$ cat src/rtl/vending_pkg.sv
// Shared types and helpers for the vending machine credit controller.
package vending_pkg;

   typedef enum logic [1:0] {
      ST_IDLE     = 2'd0,
      ST_COLLECT  = 2'd1,
      ST_DISPENSE = 2'd2,
      ST_CHANGE   = 2'd3
   } state_t;

   localparam logic [1:0] COIN_5C  = 2'b00;
   localparam logic [1:0] COIN_10C = 2'b01;
   localparam logic [1:0] COIN_25C = 2'b10;
   localparam logic [1:0] COIN_INV = 2'b11;

   // Coin code to credit units (5c each); the invalid code is worth nothing.
   function automatic logic [3:0] coin_value(input logic [1:0] code);
      logic [3:0] val;
      case (code)
         COIN_5C:  val = 4'd1;
         COIN_10C: val = 4'd2;
         COIN_25C: val = 4'd5;
         default:  val = 4'd0;
      endcase
      return val;
   endfunction

endpackage

$ cat src/rtl/vending_ctrl.sv
// Sequencing controller for the vending credit datapath; it is the only writer
// of the external sum register and reads its value back on i_sum.
module vending_ctrl
   import vending_pkg::*;
#(
   parameter int PRICE = 4
) (
   input  logic       i_clk,
   input  logic       i_sum_rst,
   input  logic       i_coin_valid,
   input  logic [1:0] i_coin_type,
   input  logic       i_cancel,
   input  logic       i_change_ack,
   input  logic [3:0] i_sum,
   output logic       o_sum_ld,
   output logic [3:0] o_sum_next,
   output logic       o_dispense,
   output logic       o_change_valid,
   output logic [3:0] o_change,
   output logic       o_coin_rej,
   output logic       o_busy,
   output logic [7:0] o_sales
);

   generate
      if (PRICE < 1 || PRICE > 10) begin : g_price_chk
         $error("vending_ctrl: PRICE must be within 1..10");
      end
   endgenerate

   localparam logic [3:0] PRICE_U = 4'(PRICE);

   state_t     state_r;
   state_t     state_next_s;
   logic       coin_ok_s;
   logic [3:0] credit_new_s;

   // PRICE range keeps the 4-bit sum from overflowing.
   assign coin_ok_s    = i_coin_valid && (i_coin_type != COIN_INV);
   assign credit_new_s = i_sum + coin_value(i_coin_type);

   assign o_dispense     = (state_r == ST_DISPENSE);
   assign o_change_valid = (state_r == ST_CHANGE);
   assign o_busy         = (state_r == ST_DISPENSE) || (state_r == ST_CHANGE);
   assign o_change       = o_change_valid ? i_sum : 4'd0;

   // State register.
   always_ff @(posedge i_clk or negedge i_sum_rst) begin
      if (!i_sum_rst) begin
         state_r <= ST_IDLE;
      end else begin
         state_r <= state_next_s;
      end
   end

   // Completed-vend counter; wraps naturally at 8 bits.
   always_ff @(posedge i_clk or negedge i_sum_rst) begin
      if (!i_sum_rst) begin
         o_sales <= 8'd0;
      end else if (state_r == ST_DISPENSE) begin
         o_sales <= o_sales + 8'd1;
      end else begin
         o_sales <= o_sales;
      end
   end

   // Next state, sum-register load and coin rejection.
   always_comb begin
      state_next_s = state_r;
      o_sum_ld     = 1'b0;
      o_sum_next   = 4'd0;
      o_coin_rej   = 1'b0;
      case (state_r)
         ST_IDLE, ST_COLLECT: begin
            o_coin_rej = i_coin_valid && (i_coin_type == COIN_INV);
            // A coin beats a simultaneous cancel.
            if (coin_ok_s) begin
               o_sum_ld   = 1'b1;
               o_sum_next = credit_new_s;
               if (credit_new_s >= PRICE_U) begin
                  state_next_s = ST_DISPENSE;
               end else begin
                  state_next_s = ST_COLLECT;
               end
            end else if (i_cancel && (state_r == ST_COLLECT)) begin
               state_next_s = ST_CHANGE;
            end else begin
               state_next_s = state_r;
            end
         end
         ST_DISPENSE: begin
            o_coin_rej = i_coin_valid;
            o_sum_ld   = 1'b1;
            o_sum_next = i_sum - PRICE_U;
            if (i_sum != PRICE_U) begin
               state_next_s = ST_CHANGE;
            end else begin
               state_next_s = ST_IDLE;
            end
         end
         ST_CHANGE: begin
            o_coin_rej = i_coin_valid;
            if (i_change_ack) begin
               o_sum_ld     = 1'b1;
               o_sum_next   = 4'd0;
               state_next_s = ST_IDLE;
            end else begin
               state_next_s = ST_CHANGE;
            end
         end
         default: begin
            state_next_s = ST_IDLE;
         end
      endcase
   end

endmodule

$ cat config.mk
export PLATFORM = sky130hd
export DESIGN_NAME = vending_ctrl
export DESIGN_NICKNAME = d
export VERILOG_FILES = /design/src/rtl/vending_pkg.sv /design/src/rtl/vending_ctrl.sv
export SDC_FILE = /design/constraint.sdc
export NUM_CORES = 1
export LEC_CHECK = 0
export CAP_MARGIN = 20
export CORE_UTILIZATION = 28
export DETAILED_ROUTE_END_ITERATION = 16
export HOLD_SLACK_MARGIN = 0.08
export PLACE_DENSITY_LB_ADDON = 0.12
export SYNTH_ARGS = -nofsm -noshare
export SYNTH_HDL_FRONTEND = slang
export SYNTH_SLANG_ARGS = --single-unit
export TNS_END_PERCENT = 100
$ cat constraint.sdc
create_clock -name i_clk -period 1.9 [get_ports i_clk]
set_input_delay 0.38 -clock i_clk [delete_from_list [all_inputs] [get_ports i_clk]]
set_output_delay 0.38 -clock i_clk [all_outputs]
set_load 0.02 [all_outputs]
Yosys cells after proc, flatten, opt, wreduce, memory -nomap -nowiden
Index checks and enable logic that the tools add are counted.
- add/subtract/negate cells: 3
- order comparisons: 1
- equality and inequality tests: 9
- multiplexer cells: 14
- reductions and logical operators: 8
- operators by type and width (operator ; count):
    $pmux 4 s3 ; 1
    $mux 2 ; 5
    $pmux 3 s3 ; 1
    $add 8x1->8 const B ; 1
    $eq 2x2->1 const B ; 4
    $mux 4 ; 2
    $pmux 2 s3 ; 1
    $add 4x4->4 ; 1
    $eq 2x1->1 const B ; 2
    $ge 4x3->1 const B ; 1
    $logic_not 2->1 ; 2
    $ne 4x3->1 const B ; 1
    $reduce_or 2->1 ; 2
    $sub 4x3->4 const B ; 1
    $logic_and 1x1->1 ; 3
    $ne 3x3->1 const B ; 1
    $pmux 1 s3 ; 1
    $mux 1 ; 2
    $ne 2x2->1 const B ; 1
    $pmux 1 s2 ; 1
    $logic_or 1x1->1 ; 1
- register bits: 10
- input bits: 11
- output and inout bits: 21
- word-level logic and storage cells: 37

Depth between registers and ports, before layout
- depth after elaboration: 7
- mapped depth: 8
- gate-level depth less buffers: 8

Worst setup path before layout
Ideal clock, no wire load.
- path type: input to output
- from: input i_coin_type[1]
- to: output o_sum_next[3]
- arrival: 1.734 ns
- required time: 1.520 ns
- path slack: -0.214 ns
- cell stages on the path: 7
- path buffers: 0
- path through: nand2b_1 inv_1 ha_1 a21o_2 a21oi_1 xnor2_1 o21ai_0
- cells in the longest elaborated chain, start to end: 5
- elaborated cells between the ends (all ways): 9
- classes of those cells: add/sub (1); eq/ne (3); mux (3); reduce/logical (2)
- RTL lines (item ; RTL line ; RTL):
    start: declaration ; vending_ctrl.sv:11 ; input logic [1:0] i_coin_type,
    $eq 2x2->1 (tied with other cells) ; vending_pkg.sv:19 ; case (code)
    $pmux 3 s3 ; vending_pkg.sv:19 ;
    $add 4x4->4 ; vending_ctrl.sv:40 ; assign credit_new_s = i_sum + coin_value(i_coin_type);
    $mux 4 * ; vending_ctrl.sv:77 ; if (coin_ok_s) begin
    $pmux 4 s3 * ; vending_ctrl.sv:73 ; case (state_r)
    end: declaration ; vending_ctrl.sv:16 ; output logic [3:0] o_sum_next,
Every way passes the cells marked *; elsewhere a longest branch is shown, timed or not.

Final worst setup path
Same ends and word-level chain as after synthesis.

==> run summary <==
TritonCTS built the clock tree. For this run, design rule violations remaining after detail routing come to 0. The cell that appears most often on the critical path is sky130_fd_sc_hd__buf_6.

The number of clock buffers added by TritonCTS is 3. For this block, the routed nets add up to 2.050 mm of wire. The area share of the leading cell type in the synthesized netlist was 0.3396.

The startpoint type of the worst setup path was a primary input. The cell count after synthesis came out at 80. In the routed layout, each cell is associated on average with a via count of 4.743. The number of antenna violations at the first check in global routing is 0, and the number of global-route vias before repair is 774. Number of failing hold endpoints at the final stage: 0.

The tools report the library cell used as clock root buffer as sky130_fd_sc_hd__clkbuf_4. Once detail routing completed, the nets flagged for antenna violations numbered 0. For the relative slew slack, the log shows 0.7038. The critical path capture point type is an output pin. In this run the tool buffered the top-level ports with 31 buffer cells. For the finished layout, the period the worst path requires is 1967 ps.

The first-pass iteration count of the detailed router came out at 4. For the placer's final routability congestion estimate, the log shows 0.7259. The setup violation total in the final timing report was 1. The number of nets handed over by synthesis was 97. The placed instances occupy a cell area of 1260 um^2. The synthesis-to-layout area growth works out to 83.36%. After detailed routing, the average wire length per cell comes to 12.28 um.

Measured along the y axis, the die boundary spans 53.30 um. The path class of the tightest hold or removal check is primary input to asynchronous set/reset pin. For the count of synthesis-stage warnings from yosys, the log shows 0.

Final cell count without fillers: 167. The aggregate global-route resource usage is 0.1565. The slowest stage of the critical path is the sky130_fd_sc_hd__a21o_2 cell.

The signal on the critical path passes through buf_6 -> nand2b_4 -> inv_2 -> ha_4 -> a21o_2 -> a21oi_2 -> xnor2_1 -> o21ai_2 -> buf_6. The maximum fanout along the worst path was 2; the cell area after technology mapping was 737.0 um^2. Yosys mapped a number of flops with a built-in enable equal to 0.

Counting instances in the post-synthesis netlist gives the leading cell types as sky130_fd_sc_hd__dfrtp_1, sky130_fd_sc_hd__inv_1. The final reports fail on setup timing. The count of boundary I/O pins is 32. For the pin with the worst max-slew slack, the measured transition is 442.9 ps.

The run gives 0 as the number of violations of the max-capacitance limit. The first global-routing pass estimated 3.180 mm of wire. The largest stage delay on the critical path was 210 ps.

For the initial core utilization, the log shows 0.2975. Yosys instantiated no cell more often than sky130_fd_sc_hd__dfrtp_1. The leftover overflow at the end of global routing is 0, and the half-perimeter wire length after detailed placement is 1.590 mm.

The synthesized design spends more area on one cell type than any other, namely sky130_fd_sc_hd__dfrtp_1. The flow ran to the end, but the final reports show violations. The ratio of final minimum period to clock period is 1.035.

The number of sinks handled by clock tree synthesis came out at 10. Data arrives at the worst endpoint at 1590 ps. The detailed router finished its first iteration with 7 violations.

Highest clock frequency the design can meet: 508.5 MHz. Counting tap cells, the placed design contains a total of 162 instances. Fraction of final layout cells sized beyond drive strength 1: 0.4088. For the via count, the log shows 792.

OpenSTA, run right after detailed placement, puts the worst setup slack at -967.0 ps. The number of H-tree levels was 1. The final max-slew violation count is 0.

Once layout is done, the placed cells without fillers occupy 1351 um^2. Setup repair after global routing could not meet its margin everywhere. The run gives -66.76 ps as the accumulated negative setup slack. The later-pin clock latency in the skew report came out at 260 ps. The total area inside the core boundary comes to 2477 um^2. The critical path in this run is classified as primary input to output pin.

In this run the power density over the cells is 1225 nW/um^2. The number of buffers on the longest clock path is 2, and the horizontal die dimension is 53.30 um. In this run the register-to-register setup slack is 410 ps. Number of distinct library cell variants in the gate-level netlist after synthesis: 33. The run gives -66.76 ps as the setup slack of the critical path after layout. In the synthesized netlist the dominant register cell turns out to be sky130_fd_sc_hd__dfrtp_1. The clock transition at the registers of the reported paths works out to 70 ps. Synthesized area divided by synthesized cell count: 9.212 um^2. The final layout net count is 155, and the largest net degree at the start of global routing is 11. The leakage power figure came out at 0.6561 nW.

The die covers 2841 um^2. Data on the critical path is required at its endpoint by 1520 ps. The run gives 18 as the number of cell rows. In this design, the largest share of critical-path delay is due to compound AO/OA/AOI/OAI gates.

The share of synthesized registers carrying an async set or reset is 1.000. In the post-synthesis netlist, the biggest area contributors are sky130_fd_sc_hd__dfrtp_1, sky130_fd_sc_hd__ha_1, sky130_fd_sc_hd__xnor2_1. Counting both buffers and inverters, the worst setup path holds a total of 3.

The tools report the worst voltage drop across the vdd grid as 0.9798 mV. The flip-flop and latch count after synthesis was 10; the maximum clock skew at final layout was 3.266 ps. 0 antenna diodes ended up in the layout. The run gives 0.3396 as the share of the yosys chip area belonging to registers.
==> worst register-to-register path, cell delays in order, from the launching register on <==
cell	delay [ps]
sky130_fd_sc_hd__dfrtp_1	380
sky130_fd_sc_hd__nor2b_1	180
sky130_fd_sc_hd__buf_4	170
sky130_fd_sc_hd__buf_4	140
sky130_fd_sc_hd__and4_1	260
sky130_fd_sc_hd__nand3_1	110
sky130_fd_sc_hd__xnor2_1	130
==> final cells by class <==
cell class,count,area [um^2]
Sequential cell,10,250.2
Fill cell,241,1126
Timing Repair Buffer,56,483.0
Multi-Input combinational cell,60,515.5
Inverter,7,28.78
Clock buffer,4,36.28
Tap cell,30,37.54
==> cells by family after synthesis <==
group	synth area share
xor gates and xnor gates	0.1188
buffers and inverters	0.05604
adders and majority gates	0.1121
DFF	0.3396
muxes	0.02886
AOI/OAI and AO/OA	0.1341
and+or+nand+nor	0.2106
==> power by group <==
| group | switching (W) | total [W] | internal, W |
|---|---|---|---|
| registers | 0.0000859 | 0.000385 | 0.000299 |
| logic | 0.000545 | 0.00108 | 0.000536 |
| clock network | 0.0000730 | 0.000189 | 0.000116 |
| total | 0.000704 | 0.00165 | 0.000951 |
==> state kept, by name, summed over array words and instances (netlist names) <==
name,cells
o_sales,8
state_r,2
==> what timing repair did <==
| action | CTS | global route |
|---|---|---|
| resized for setup | 58 | 9 |
| gates cloned | 0 | 0 |
| pin swaps | 7 | 6 |
| buffers inserted | 1 | 0 |
| endpoints found under the setup margin | 13 | 5 |
| hold buffers | 0 | 0 |
==> layer usage <==
layer	wire length (um)	vias to the layer above	GRT usage
li1	-	391	-
met5	0	-	0
met4	0	0	0.01754
met3	171	0	0.05172
met1	879	369	0.1875
met2	999	32	0.2750
==> worst paths after layout <==
| path | from | to | cells past startpoint |
|---|---|---|---|
| worst max-delay path | i_coin_type[1] | o_sum_next[3] | 9 |
| worst min-delay path | i_sum_rst | o_sales[6]$_DFFE_PN0P_ | 1 |
| worst max register to register | state_r[1]$_DFFE_PN0P_ | o_sales[7]$_DFFE_PN0P_ | 6 |
| worst min register to register | o_sales[7]$_DFFE_PN0P_ | o_sales[7]$_DFFE_PN0P_ | 1 |
| max in group asynchronous | i_sum_rst | o_sales[1]$_DFFE_PN0P_ | 1 |
| min in group i_clk | o_sales[7]$_DFFE_PN0P_ | o_sales[7]$_DFFE_PN0P_ | 1 |
==> metrics by stage <==
stage,utilization,power [W],hold WS (ps)
2_1_floorplan,-,0.0009456,84.41
3_3_place_gp,0.5086,0.001498,461.2
3_5_place_dp,0.5086,0.001511,473.0
4_1_cts,0.5419,0.001673,437.1
5_1_grt,0.5455,0.001776,448.0
6_report,0.5455,0.001655,423.3
==> cells in the final DEF, fill, tap and decap left out, types with 3 or more instances in the layout <==
master,instances
sky130_fd_sc_hd__dfrtp_1,10
sky130_fd_sc_hd__inv_2,3
sky130_fd_sc_hd__xnor2_1,5
sky130_fd_sc_hd__a21oi_1,3
sky130_fd_sc_hd__inv_1,3
sky130_fd_sc_hd__nand3_1,4
sky130_fd_sc_hd__and3_1,5
sky130_fd_sc_hd__buf_6,4
sky130_fd_sc_hd__clkbuf_4,3
sky130_fd_sc_hd__nand2_1,4
sky130_fd_sc_hd__dlygate4sd2_1,7
sky130_fd_sc_hd__buf_4,24
sky130_fd_sc_hd__ha_4,3
sky130_fd_sc_hd__xor2_1,5
sky130_fd_sc_hd__clkdlybuf4s50_1,14
(Power assumes the default switching activity.)
